**config.mk**
```make
export PLATFORM = sky130hd
export DESIGN_NAME = slack_dual_update_stream
export DESIGN_NICKNAME = d
export VERILOG_FILES = /design/src/rtl/mpc_fixed_pkg.sv /design/src/rtl/slack_lane.sv /design/src/rtl/slack_dual_update_stream.sv
export SDC_FILE = /design/constraint.sdc
export NUM_CORES = 2
export LEC_CHECK = 0
export CAP_MARGIN = 20
export CORE_MARGIN = 4
export CORE_UTILIZATION = 30
export DETAILED_ROUTE_END_ITERATION = 7
export PLACE_DENSITY_LB_ADDON = 0.12
export REMOVE_ABC_BUFFERS = 1
export SETUP_SLACK_MARGIN = 0.1
export SLEW_MARGIN = 20
export SYNTH_ARGS = -nofsm -noshare
export SYNTH_HDL_FRONTEND = slang
export SYNTH_SLANG_ARGS = --single-unit
```
**constraint.sdc**
```tcl
create_clock -name clk -period 14.75 [get_ports clk]
set_input_delay 2.95 -clock clk [delete_from_list [all_inputs] [get_ports clk]]
set_output_delay 2.95 -clock clk [all_outputs]
set_load 0.005 [all_outputs]
```
**src/rtl/mpc_fixed_pkg.sv**
```systemverilog
// Signed fixed-point helpers shared by the ADMM slack/dual update datapath.
// All arithmetic saturates to the W-bit signed range.
package mpc_fixed_pkg;

  localparam int W = 16;

  typedef logic signed [W-1:0] fixed_t;
  typedef logic signed [W:0]   wide_t;

  typedef enum logic [1:0] {
    ST_IDLE  = 2'd0,
    ST_RUN   = 2'd1,
    ST_DRAIN = 2'd2,
    ST_DONE  = 2'd3
  } state_t;

  localparam fixed_t FIX_MAX = {1'b0, {(W-1){1'b1}}};
  localparam fixed_t FIX_MIN = {1'b1, {(W-1){1'b0}}};

  function automatic fixed_t sat_w(input wide_t v);
    if (v > wide_t'(FIX_MAX))      return FIX_MAX;
    else if (v < wide_t'(FIX_MIN)) return FIX_MIN;
    else                           return v[W-1:0];
  endfunction

  function automatic fixed_t sat_add(input fixed_t a, input fixed_t b);
    return sat_w(wide_t'(a) + wide_t'(b));
  endfunction

  function automatic fixed_t sat_sub(input fixed_t a, input fixed_t b);
    return sat_w(wide_t'(a) - wide_t'(b));
  endfunction

  // An empty box (lo > hi) collapses onto its lower bound.
  function automatic fixed_t clamp_box(input fixed_t s, input fixed_t lo, input fixed_t hi);
    if (lo > hi)      return lo;
    else if (s < lo)  return lo;
    else if (s > hi)  return hi;
    else              return s;
  endfunction

  // Magnitude of an exact (W+1)-bit difference, saturated to the W-bit maximum.
  function automatic fixed_t abs_sat(input wide_t v);
    logic signed [W+1:0] e;
    logic signed [W+1:0] m;
    e = {v[W], v};
    m = e[W+1] ? -e : e;
    if (m > (W+2)'(FIX_MAX)) return FIX_MAX;
    else                     return m[W-1:0];
  endfunction

endpackage

```
**src/rtl/slack_lane.sv**
```systemverilog
// One lane of the two-stage slack datapath: stage 1 holds s=sat(x+y) with x and
// the box, stage 2 holds the clamped slack z and updated dual y'.
module slack_lane
  import mpc_fixed_pkg::*;
(
  input  logic   clk,
  input  logic   reset,
  input  logic   en,
  input  fixed_t x,
  input  fixed_t y,
  input  fixed_t lo,
  input  fixed_t hi,
  output fixed_t z,
  output fixed_t yo,
  output fixed_t r_d
);

  fixed_t s1, x1, lo1, hi1;
  fixed_t z_c, y_c;

  // r_d is the residual being loaded into stage 2 this cycle.
  always_comb begin
    z_c = clamp_box(s1, lo1, hi1);
    y_c = sat_sub(s1, z_c);
    r_d = abs_sat(wide_t'(x1) - wide_t'(z_c));
  end

  always_ff @(posedge clk) begin
    if (!reset) begin
      s1  <= '0;
      x1  <= '0;
      lo1 <= '0;
      hi1 <= '0;
      z   <= '0;
      yo  <= '0;
    end else if (en) begin
      s1  <= sat_add(x, y);
      x1  <= x;
      lo1 <= lo;
      hi1 <= hi;
      z   <= z_c;
      yo  <= y_c;
    end
  end

endmodule

```
**src/rtl/slack_dual_update_stream.sv**
```systemverilog
// Streaming clamp of x+y into per-element boxes with dual update and a running
// max primal residual. Handshake: a beat moves when valid & ready are both high.
module slack_dual_update_stream
  import mpc_fixed_pkg::*;
#(
  parameter int DIM     = 12,
  parameter int LANES   = 4,
  parameter int HORIZON = 10,
  parameter int W       = 16
) (
  input  logic               clk,
  input  logic               reset,
  input  logic               start,
  output logic               busy,
  input  logic               in_valid,
  output logic               in_ready,
  input  logic [LANES*W-1:0] in_x,
  input  logic [LANES*W-1:0] in_y,
  input  logic [LANES*W-1:0] in_lo,
  input  logic [LANES*W-1:0] in_hi,
  output logic               out_valid,
  input  logic               out_ready,
  output logic [LANES*W-1:0] out_z,
  output logic [LANES*W-1:0] out_y,
  output logic               out_last,
  output logic [W-1:0]       resid_max,
  output logic               done,
  output logic [1:0]         dbg_state
);

  localparam int BEATS = HORIZON * DIM / LANES;
  localparam int CW    = $clog2(BEATS + 1);
  localparam logic [CW-1:0] BEATS_C = CW'(BEATS);
  localparam logic [CW-1:0] LAST_C  = CW'(BEATS - 1);

  state_t          state, state_nx;
  logic [CW-1:0]   acc_cnt, out_cnt;
  logic            v1, en, accept, out_hs;
  fixed_t          r_d [LANES];
  fixed_t          r_lane_max;
  fixed_t          resid_q;

  // One enable for the whole pipe, so a stalled output freezes both stages.
  assign en        = !out_valid | out_ready;
  assign in_ready  = (state == ST_RUN) & en & (acc_cnt < BEATS_C);
  assign accept    = in_valid & in_ready;
  assign out_hs    = out_valid & out_ready;
  assign out_last  = out_valid & (out_cnt == LAST_C);
  assign busy      = (state != ST_IDLE);
  assign done      = (state == ST_DONE);
  assign resid_max = resid_q;
  assign dbg_state = state;

  for (genvar i = 0; i < LANES; i++) begin : g_lane
    slack_lane u_lane (
      .clk   (clk),
      .reset (reset),
      .en    (en),
      .x     (in_x[i*W +: W]),
      .y     (in_y[i*W +: W]),
      .lo    (in_lo[i*W +: W]),
      .hi    (in_hi[i*W +: W]),
      .z     (out_z[i*W +: W]),
      .yo    (out_y[i*W +: W]),
      .r_d   (r_d[i])
    );
  end

  always_comb begin
    r_lane_max = r_d[0];
    for (int i = 1; i < LANES; i++) begin
      if (r_d[i] > r_lane_max) r_lane_max = r_d[i];
    end
  end

  always_comb begin
    state_nx = state;
    case (state)
      ST_IDLE:  if (start) state_nx = ST_RUN;
      ST_RUN:   if (accept && acc_cnt == LAST_C) state_nx = ST_DRAIN;
      ST_DRAIN: if (out_hs && out_last) state_nx = ST_DONE;
      ST_DONE:  state_nx = ST_IDLE;
      default:  state_nx = ST_IDLE;
    endcase
  end

  always_ff @(posedge clk) begin
    if (!reset) begin
      state     <= ST_IDLE;
      acc_cnt   <= '0;
      out_cnt   <= '0;
      v1        <= 1'b0;
      out_valid <= 1'b0;
      resid_q   <= '0;
    end else begin
      state <= state_nx;
      if (state == ST_IDLE && start) begin
        acc_cnt <= '0;
        out_cnt <= '0;
        resid_q <= '0;
      end else begin
        if (accept) acc_cnt <= acc_cnt + 1'b1;
        if (out_hs) out_cnt <= out_cnt + 1'b1;
        if (en && v1 && r_lane_max > resid_q) resid_q <= r_lane_max;
      end
      if (en) begin
        v1        <= accept;
        out_valid <= v1;
      end
    end
  end

endmodule
```
==> run metrics <==
Inserted Clock Buffers 55; Synth Area in Adders 20.2%; Worst setup startpoint g_lane[0].u_lane.hi1[1]$_SDFFE_PN0N_; Post-Synthesis Cell Area 34300 um2; fill count 11800; main combinational cell family by area after synthesis compound AO/OA/AOI/OAI gates; fmax 0.0711 GHz; Crit Path Class register to register; status finished clean; post-synthesis mux area share 2.99%; Max Cap Violations 0; VDD IR max 0.164 mV; register area 8290 um2; DRC violation count after routing 0; I/O Buffers 411; Cell Int Power 5.26 mW; drt via density 5.00; Die W 346 um; TritonCTS clock tree done; net load switching power 4.03 mW; Root Buffer clkbuf_16; worst r2r path cells 74; WP data required 15260 ps; Core ar. 113000 um2; CP max stage cell or4_4; hold depth 2; Period minus WS final 14070 ps; HPWL after detailed placement 93.8 mm; area grow syn2layout 29.9%; vias 32900; Worst Setup EP resid_max[10]$_SDFFE_PP0P_; Place WS -205 ps; Synth Area in XOR/XNOR 4.87%; part of the power in the clock network 15.1%; cell count after synthesis 4467; Worst-Margin Slew 991 ps; syn avg cell area 7.69 um2; row cnt 123; Hold Crit Start g_lane[1].u_lane.hi1[9]$_SDFFE_PN0N_; max-slew violation total from the final report 0; fin nets 5755; height of the die 346 um; IO Pins 412; Switching Share 43.4%; hold crit path type register to register; reg2reg end resid_max[10]$_SDFFE_PP0P_; Distinct cells, synth 101; CTS Hold Buffers Added 0; clk_lat worst skew 650 ps; Reg2Reg Setup Slack 680 ps; initial antenna violation count 4; starting density of the core 30.4%; Rel. slew slack 33.9%; detailed-route wire length 119 mm; Final WS setup 680 ps; final hold vios 0; Worst Setup Start Kind register; final setup TNS 0 ps; Worst path max stage delay 510 ps; Seq pwr share 15.7%; placed cell count 6435; largest net degree at the start of global routing 189; WL/cell 18.1 um; Pleak 19.1 nW; CTS Sinks 414; DIE AREA 120000 um2; ratio of cells with drive above 1 in the final layout 12.3%; Crit. End Element register; final setup vio count 0; Synth Area in Compound Gates 24.6%; Post-Layout Cell Count 6577; Reg clk slew, reported paths 60 ps; register bit total from synthesis 414; H-Tree Depth 2; vias in the first global route 32400; maximum clock path buffer count 3; simple-gate share of the synthesized area 17.2%; fraction of registers with async set/reset 0%; total power 9.30 mW; register area share after synthesis 24.1%; Total GRT Usage 19.1%; EDFF count, synth 0; DR iter-0 viols 1592; routability congestion estimate 0.876; most used cell, CP a21o_1; Arr. time, crit path 14580 ps; Main synth FF type dfxtp_1; Pwr Density 208 nW/um2; GRT overflow 0; final clock skew 25.7 ps; Yosys warning total 0; Tcrit/Tclk final 95.4%; Multi-input gate area 24800 um2; Reg2Reg Launch Point g_lane[0].u_lane.hi1[1]$_SDFFE_PN0N_; combinational group share of total power 69.2%; Pre-Repair DR Iteration Count 5; first-pass GRT wire length 186 mm; antenna viol nets, final 0; crit path max fanout 7
## metal layers
| metal | GRT usage (%) | vias to the layer above | wire length, um | part of all wire (%) |
|---|---|---|---|---|
| met5 | 0 | - | 0 | 0 |
| met4 | 3.75 | 0 | 2050 | 1.7 |
| met3 | 2.84 | 112 | 4760 | 4.0 |
| met2 | 32.3 | 505 | 55800 | 47 |
| met1 | 25.7 | 15400 | 56700 | 47 |
| li1 | - | 16900 | - | - |
## worst max-delay path: cells and delay by family, from the launching register on
kind / cells / cell delay (ps)
compound gates: 39 / 7350
simple gates: 17 / 2570
fa+ha+maj: 6 / 1590
buf+inv: 9 / 1320
mux: 2 / 600
flops: 1 / 340
xor+xnor: 1 / 180
## synth_stat cells (11+ instances only)
library cell    n  area share [%]
a211oi_1       23            0.50
a21boi_0       97             2.1
a21o_1         98             2.1
a21oi_1       567             8.3
a31oi_1        22            0.40
a32oi_1        12            0.31
and2_1         45            0.82
and3_1         19            0.35
and4_1         12            0.31
clkbuf_1      197             2.2
dfxtp_1       414              24
ha_1          455              17
inv_1         329             3.6
maj3_1        109             3.2
mux2_2         38             1.2
mux2i_1        60             1.7
nand2_1       561             6.1
nand2b_1       55             1.0
nand3_1        59            0.86
nand4_1        59             1.1
nor2_1        280             3.1
nor2b_1        47            0.86
nor3_1         38            0.55
nor3b_1        19            0.42
nor4_1         11            0.20
o211ai_1       32            0.70
o21a_1         35            0.76
o21ai_0       283             4.1
o21ai_1        26            0.38
o21bai_1       59             1.3
o31ai_1        14            0.31
or2_2          15            0.27
or3_1          14            0.25
xnor2_1       128             3.3
xor2_1         63             1.6
## cells by family (layout without fill, tap and decap cells)
group,after synthesis,count (layout)
adders and majority gates,572,572
xor gates and xnor gates,191,191
other,2,9
buffers and inverters,541,1143
muxes,98,98
AOI/OAI and AO/OA,1379,1379
and+or+nand+nor,1270,1271
DFF,414,414
## registers in the layout, indices dropped and copies added (netlist names)
| name | cells |
|---|---|
| v1 | 1 |
| out_valid | 1 |
| g_lane.u_lane.z | 64 |
| out_cnt | 5 |
| g_lane.u_lane.x1 | 64 |
| acc_cnt | 5 |
| g_lane.u_lane.yo | 64 |
| resid_max | 16 |
| g_lane.u_lane.hi1 | 64 |
| dbg_state | 2 |
| g_lane.u_lane.lo1 | 64 |
| g_lane.u_lane.s1 | 64 |
## area by class of cell
| type | count | area share, % |
|---|---|---|
| Multi-Input combinational cell | 3518 | 55.7 |
| Sequential cell | 414 | 18.6 |
| Timing Repair Buffer | 711 | 14.6 |
| Tap cell | 1500 | 4.20 |
| Clock buffer | 77 | 3.56 |
| Inverter | 331 | 2.79 |
| Clock inverter | 24 | 0.628 |
| Antenna cell | 2 | 0.0112 |
## power groups by stage
stage | registers [mW] | clock network [mW] | logic (mW)
after floorplan | 1.45 | 0 | 3.60
after global placement | 1.48 | 0 | 5.94
after detailed placement | 1.48 | 0 | 5.92
after CTS | 1.46 | 1.45 | 5.98
after global routing | 1.49 | 1.49 | 7.13
final | 1.46 | 1.40 | 6.43
## worst min-delay path by stage
stage / slack, ps / end
after floorplan: 430 / g_lane[0].u_lane.x1[0]$_SDFFE_PN0N_
after global placement: 440 / g_lane[1].u_lane.hi1[9]$_SDFFE_PN0N_
after detailed placement: 440 / g_lane[3].u_lane.x1[0]$_SDFFE_PN0N_
after CTS: 450 / g_lane[1].u_lane.hi1[12]$_SDFFE_PN0N_
after global routing: 470 / g_lane[1].u_lane.hi1[9]$_SDFFE_PN0N_
final: 450 / g_lane[1].u_lane.hi1[9]$_SDFFE_PN0N_
## metrics by stage
stage               utilization [%]  hold WS, ps  instance area, um2
CTS                            38.5          454               43600
detailed placement             36.8          444               41700
global placement               36.8          438               41700
finish                         39.5          451               44600
floorplan                         -          432               33600
global route                   39.5          468               44600
## placed cells by master (no fill, tap or decap), types with 13 or more instances in the layout
cell | synthesis | layout
a211oi_1 | 23 | 17
a21boi_0 | 97 | 95
a21o_1 | 98 | 97
a21oi_1 | 567 | 543
a21oi_2 | 1 | 24
a31oi_1 | 22 | 21
and2_1 | 45 | 43
and3_1 | 19 | 19
buf_4 | 1 | 279
clkbuf_16 | 0 | 56
clkbuf_8 | 0 | 13
clkdlybuf4s50_1 | 0 | 410
dfxtp_1 | 414 | 410
ha_1 | 455 | 442
inv_1 | 329 | 327
maj3_1 | 109 | 109
mux2_2 | 38 | 38
mux2i_1 | 60 | 46
nand2_1 | 561 | 558
nand2b_1 | 55 | 54
nand3_1 | 59 | 58
nand4_1 | 59 | 59
nor2_1 | 280 | 269
nor2b_1 | 47 | 45
nor3_1 | 38 | 32
nor3b_1 | 19 | 18
o211ai_1 | 32 | 32
o21a_1 | 35 | 35
o21ai_0 | 283 | 262
o21ai_1 | 26 | 42
o21bai_1 | 59 | 57
o31ai_1 | 14 | 13
or2_2 | 15 | 14
xnor2_1 | 128 | 125
xor2_1 | 63 | 61
## repair_timing
item,in CTS,in global routing
setup buffers,2,32
gates resized for setup,13,174
cloned,0,5
pin swaps,4,56
setup endpoints to repair,16,16
Power figures use the tool's default switching activity.
